--- src/rtl/bcd_pkg.sv ---
// Shared BCD definitions: FSM state encoding, digit width, add-3 threshold
// and the elaboration-time digit-capacity check.
package bcd_pkg;

  localparam int unsigned BCD_DIGIT_W = 4;
  localparam logic [BCD_DIGIT_W-1:0] ADD3_THRESH = 4'd5;

  typedef enum logic [1:0] {
    ST_IDLE  = 2'd0,
    ST_SHIFT = 2'd1,
    ST_DONE  = 2'd2
  } state_t;

  // True when DIGITS decimal digits can hold every BIN_W-bit unsigned value.
  function automatic logic digits_fit(input int unsigned bin_w, input int unsigned digits);
    logic [127:0] p;
    logic [127:0] maxv;
    p = 128'd1;
    for (int unsigned i = 0; i < digits; i++) begin
      p = p * 128'd10;
    end
    maxv = (128'd1 << bin_w) - 128'd1;
    return (p > maxv);
  endfunction

endpackage

--- src/rtl/bcd_add3_cell.sv ---
// Double-dabble correction for one BCD digit: add 3 when the digit is 5 or more.
module bcd_add3_cell
  import bcd_pkg::*;
(
  input  logic [BCD_DIGIT_W-1:0] din,
  output logic [BCD_DIGIT_W-1:0] dout
);

  // Conditional +3, 4-bit wrap (never overflows for inputs 0..9).
  always_comb begin
    dout = din;
    if (din >= ADD3_THRESH) begin
      dout = din + BCD_DIGIT_W'(3);
    end
  end

endmodule

--- src/rtl/bin_to_bcd_serial.sv ---
// Serial binary-to-BCD converter (shift-and-add-3), one bit per clock,
// with start/busy/done handshake and a held result register.
module bin_to_bcd_serial
  import bcd_pkg::*;
#(
  parameter int unsigned BIN_W  = 8,
  parameter int unsigned DIGITS = 3
) (
  input  logic                          clk,
  input  logic                          rst,
  input  logic                          start,
  input  logic [BIN_W-1:0]              bin,
  output logic                          busy,
  output logic                          done,
  output logic [BCD_DIGIT_W*DIGITS-1:0] bcd
);

  localparam int unsigned BCD_W  = BCD_DIGIT_W * DIGITS;
  localparam int unsigned WORK_W = BCD_W + BIN_W;
  localparam int unsigned CNT_W  = $clog2(BIN_W + 1);

  if (!digits_fit(BIN_W, DIGITS)) begin : g_capacity_check
    $error("bin_to_bcd_serial: DIGITS too small for BIN_W");
  end

  state_t            state;
  logic [CNT_W-1:0]  cnt;
  logic [WORK_W-1:0] work;
  logic [WORK_W-1:0] work_adj;
  logic [WORK_W-1:0] work_next;

  assign work_adj[BIN_W-1:0] = work[BIN_W-1:0];

  for (genvar i = 0; i < DIGITS; i++) begin : g_digit
    bcd_add3_cell u_add3 (
      .din  (work[BIN_W + BCD_DIGIT_W*i +: BCD_DIGIT_W]),
      .dout (work_adj[BIN_W + BCD_DIGIT_W*i +: BCD_DIGIT_W])
    );
  end

  // Corrected register shifted left by one: the per-cycle dabble step.
  always_comb begin
    work_next = work_adj << 1;
  end

  // Conversion FSM with registered handshake and result.
  // bcd/done are loaded on the edge entering DONE so they are visible
  // during the DONE cycle itself without any combinational output path.
  always_ff @(posedge clk) begin
    if (rst) begin
      state <= ST_IDLE;
      busy  <= 1'b0;
      done  <= 1'b0;
      bcd   <= '0;
      work  <= '0;
      cnt   <= '0;
    end else begin
      case (state)
        ST_IDLE: begin
          done <= 1'b0;
          busy <= 1'b0;
          if (start) begin
            work  <= {{BCD_W{1'b0}}, bin};
            cnt   <= CNT_W'(BIN_W);
            busy  <= 1'b1;
            state <= ST_SHIFT;
          end
        end
        ST_SHIFT: begin
          work <= work_next;
          cnt  <= cnt - CNT_W'(1);
          if (cnt == CNT_W'(1)) begin
            bcd   <= work_next[WORK_W-1 -: BCD_W];
            done  <= 1'b1;
            state <= ST_DONE;
          end
        end
        ST_DONE: begin
          done  <= 1'b0;
          busy  <= 1'b0;
          state <= ST_IDLE;
        end
        default: begin
          done  <= 1'b0;
          busy  <= 1'b0;
          state <= ST_IDLE;
        end
      endcase
    end
  end

endmodule

--- config.mk ---
export PLATFORM = sky130hd
export DESIGN_NAME = bin_to_bcd_serial
export DESIGN_NICKNAME = d
export VERILOG_FILES = /design/src/rtl/bcd_pkg.sv /design/src/rtl/bcd_add3_cell.sv /design/src/rtl/bin_to_bcd_serial.sv
export SDC_FILE = /design/constraint.sdc
export NUM_CORES = 1
export LEC_CHECK = 0
export BUFFER_PORTS_ARGS = -buffer_cell sky130_fd_sc_hd__buf_2
export CAP_MARGIN = 20
export CORE_UTILIZATION = 35
export DETAILED_ROUTE_END_ITERATION = 8
export PLACE_DENSITY_LB_ADDON = 0.05
export SYNTH_ARGS = -nofsm -noshare
export SYNTH_HDL_FRONTEND = slang
export SYNTH_HIERARCHICAL = 1
export SYNTH_SLANG_ARGS = --single-unit
--- constraint.sdc ---
create_clock -name clk -period 1.52 [get_ports clk]
set_input_delay 0.152 -clock clk [delete_from_list [all_inputs] [get_ports clk]]
set_output_delay 0.152 -clock clk [all_outputs]
set_load 0.005 [all_outputs]
==> impl_results.html <==
<table>
<tr><th>Metric</th><th>Value</th></tr>
<tr><th colspan="2">Status</th></tr>
<tr><td>Run status</td><td>completed</td></tr>
<tr><th colspan="2">Clock network</th></tr>
<tr><td>Number of sinks handled by clock tree synthesis</td><td>40</td></tr>
<tr><td>CTS buffer count</td><td>5</td></tr>
<tr><td>Clock tree from TritonCTS</td><td>built</td></tr>
<tr><td>H-tree depth reported by CTS</td><td>2</td></tr>
<tr><td>Clock Pin Slew Worst Setup and Hold Paths</td><td>about 0.080 ns</td></tr>
<tr><td>Clock root buffer master</td><td>sky130_fd_sc_hd__clkbuf_8</td></tr>
<tr><td>Maximum clock insertion buffer count</td><td>2</td></tr>
<tr><td>Clock latency of the later-clocked register in the worst-skew pair</td><td>0.29 ns</td></tr>
<tr><th colspan="2">Layout</th></tr>
<tr><td>Ratio of cells with drive above 1 in the final layout</td><td>between 30% and 40%</td></tr>
<tr><td>Most common cell after layout, fill and taps aside</td><td>sky130_fd_sc_hd__dfxtp_1</td></tr>
<tr><td>Layout overhead on the synthesized area</td><td>22.0%</td></tr>
<tr><td>Number of diodes</td><td>0</td></tr>
<tr><td>Commonest cells after routing, fill and taps aside</td><td>35 x sky130_fd_sc_hd__dfxtp_1, 27 x sky130_fd_sc_hd__nand2_1, 24 x sky130_fd_sc_hd__buf_2</td></tr>
<tr><td>Total of fill cells in the finished design</td><td>493</td></tr>
<tr><td>Final Instance Count excl. Fillers</td><td>293</td></tr>
<tr><td>Final Net Count</td><td>244</td></tr>
<tr><th colspan="2">Synthesis</th></tr>
<tr><td>Net Count, Synth</td><td>between 200 and 250</td></tr>
<tr><td>Synthesized area per cell</td><td>9.47 µm²</td></tr>
<tr><td>Syn Inst Count</td><td>191</td></tr>
<tr><td>Mapped Area</td><td>1810 µm²</td></tr>
<tr><td>Count of warnings emitted by yosys</td><td>6</td></tr>
<tr><th colspan="2">STA</th></tr>
<tr><td>Unrepaired setup endpoints after global routing</td><td>true</td></tr>
<tr><td>Endpoints failing setup</td><td>0</td></tr>
<tr><td>Maximum operating frequency</td><td>just under 700 MHz</td></tr>
<tr><td>Worst Max-Slew Pin Slew</td><td>0.565 ns</td></tr>
<tr><td>Sum of negative setup slack</td><td>0 ns</td></tr>
<tr><td>Hold Slack</td><td>approximately 0.12 ns</td></tr>
<tr><td>Final period util</td><td>roughly 100%</td></tr>
<tr><td>Maximum clock skew at final layout</td><td>just under 0.003 ns</td></tr>
<tr><td>Slew headroom</td><td>62.3%</td></tr>
<tr><td>Final critical delay including setup and external delays</td><td>1.48 ns</td></tr>
<tr><td>Final Hold Fails</td><td>0</td></tr>
<tr><td>Max-slew violation total from the final report</td><td>0</td></tr>
<tr><th colspan="2">Floorplanning</th></tr>
<tr><td>Initial Util</td><td>37.3%</td></tr>
<tr><td>Number of core rows</td><td>25</td></tr>
<tr><td>Overall die width</td><td>73.9 µm</td></tr>
<tr><td>Ports</td><td>25</td></tr>
<tr><td>Height of the chip</td><td>73.9 µm</td></tr>
<tr><td>Area of the core</td><td>4850 µm²</td></tr>
<tr><td>Full die area</td><td>between 5000 and 6000 µm²</td></tr>
<tr><th colspan="2">GRT</th></tr>
<tr><td>Global-route wire length before repair</td><td>6.16 mm</td></tr>
<tr><td>Largest net degree at the start of global routing</td><td>22</td></tr>
<tr><td>Antenna violations before repair</td><td>0</td></tr>
<tr><td>Number of global-route vias before repair</td><td>about 1400</td></tr>
<tr><td>Overall Global Routing Usage</td><td>15.2%</td></tr>
<tr><td>Gr ovfl total</td><td>0</td></tr>
<tr><th colspan="2">Route</th></tr>
<tr><td>Antenna Nets Post-Route</td><td>0</td></tr>
<tr><td>Via count of the routed design</td><td>1452</td></tr>
<tr><td>Drt first pass iters</td><td>4</td></tr>
<tr><td>Ratio of routed vias to standard cells</td><td>around 5</td></tr>
<tr><td>Drt first-iter violations</td><td>just over 60</td></tr>
<tr><td>Number of remaining DRC errors</td><td>0</td></tr>
<tr><td>Detail-routed net length per standard cell</td><td>12.6 µm</td></tr>
<tr><td>Final wirelength</td><td>between 3 and 4 mm</td></tr>
<tr><th colspan="2">Placement</th></tr>
<tr><td>Final weighted congestion in routability-driven placement</td><td>0.715</td></tr>
<tr><td>Detailed Place HPWL</td><td>between 2 and 3 mm</td></tr>
<tr><td>IO buf count</td><td>24</td></tr>
<tr><td>Number of cells in the design after placement</td><td>~280</td></tr>
<tr><th colspan="2">Setup path</th></tr>
<tr><td>Critical Path AT</td><td>approximately 1.7 ns</td></tr>
<tr><td>Critical path startpoint category</td><td>flop</td></tr>
<tr><td>Type of element capturing the critical path</td><td>flop</td></tr>
<tr><td>Max FO, Critical Path</td><td>3</td></tr>
<tr><td>Cells traversed along the worst timing path</td><td>inv_2, ha_1, nand2b_4, a21oi_4, mux2i_2, nand3_1, a21oi_2</td></tr>
<tr><td>Worst-path cell with the longest stage delay</td><td>sky130_fd_sc_hd__dfxtp_2</td></tr>
<tr><td>Delay of the slowest cell on the worst path</td><td>0.35 ns</td></tr>
<tr><td>CP Data Required Time</td><td>~1.8 ns</td></tr>
<tr><td>Crit Path Class</td><td>flop to flop</td></tr>
<tr><th colspan="2">Min path</th></tr>
<tr><td>Worst min path class</td><td>input pin to flop</td></tr>
<tr><th colspan="2">Power</th></tr>
<tr><td>VDD IR-drop max</td><td>around 0.46 mV</td></tr>
<tr><td>Power density relative to cell area</td><td>roughly 1000 nW/µm²</td></tr>
<tr><td>Leakage Power</td><td>between 0.9 and 1 nW</td></tr>
<tr><th colspan="2">Job</th></tr>
<tr><td>Max-cap violation count</td><td>0</td></tr>
</table>
## stage by stage
stage          power [W]  area (µm²)  setup WS (ns)  utilization (%)
5_1_grt          0.00232        2210        -0.0723             45.5
2_1_floorplan    0.00131        1810          0.151                -
4_1_cts          0.00223        2140        0.00293             44.2
6_report         0.00222        2210         0.0354             45.5
3_3_place_gp     0.00138        2020       -0.00335             41.8
3_5_place_dp     0.00138        2020        -0.0340             41.8
## final timing paths
check        depth (start not counted)      from  slack [ns]       to
min                                  3    bin[5]        0.12  work[5]
max reg2reg                          7  work[13]        0.04   bcd[6]
max                                  7  work[13]        0.04   bcd[6]
min reg2reg                          1      done        0.46     done
## what timing repair did
action	CTS	global route
endpoints found under the setup margin	2	24
cloned	0	0
pin swaps	1	13
hold buffers	0	0
gates resized for setup	2	17
buffers inserted	1	1
## state kept, by name (all words and copies together) (netlist names)
| signal | cells |
|---|---|
| done | 1 |
| state | 2 |
| cnt | 4 |
| busy | 1 |
| work | 20 |
| bcd | 12 |
## report_power, final
part / internal (W) / switching (W) / total, W
clock: 0.000487 / 0.000365 / 0.000853
sequential: 0.00109 / 0.0000310 / 0.00112
combinational: 0.000108 / 0.000135 / 0.000243
total: 0.00168 / 0.000531 / 0.00222
## cell type report
type	count	area (µm²)	area share [%]
well taps	67	83.8	3.80
flip-flops and latches	40	807	36.6
repair buffers	38	233	10.6
clock buffers	6	72.6	3.29
clock inverters	2	35.0	1.59
inverters	9	33.8	1.53
multi-input cells	131	941	42.7
## worst max-delay path, delay by kind of cell, from the launching register on
family | cells | cell delay [ns]
compound gates | 2 | 0.30
fa+ha+maj | 1 | 0.18
simple gates | 2 | 0.27
buf+inv | 1 | 0.05
flops | 1 | 0.35
mux | 1 | 0.27
## per-layer routing
| metal | up-vias | track usage [%] | share of wire [%] | routed length, µm |
|---|---|---|---|---|
| met2 | 32 | 24.7 | 47 | 1750 |
| met3 | 7 | 4.80 | 4.3 | 158 |
| met1 | 673 | 18.3 | 47 | 1740 |
| li1 | 740 | - | - | - |
| met5 | - | 0 | 0 | 0 |
| met4 | 0 | 7.26 | 1.6 | 58 |
(Power assumes the default switching activity.)
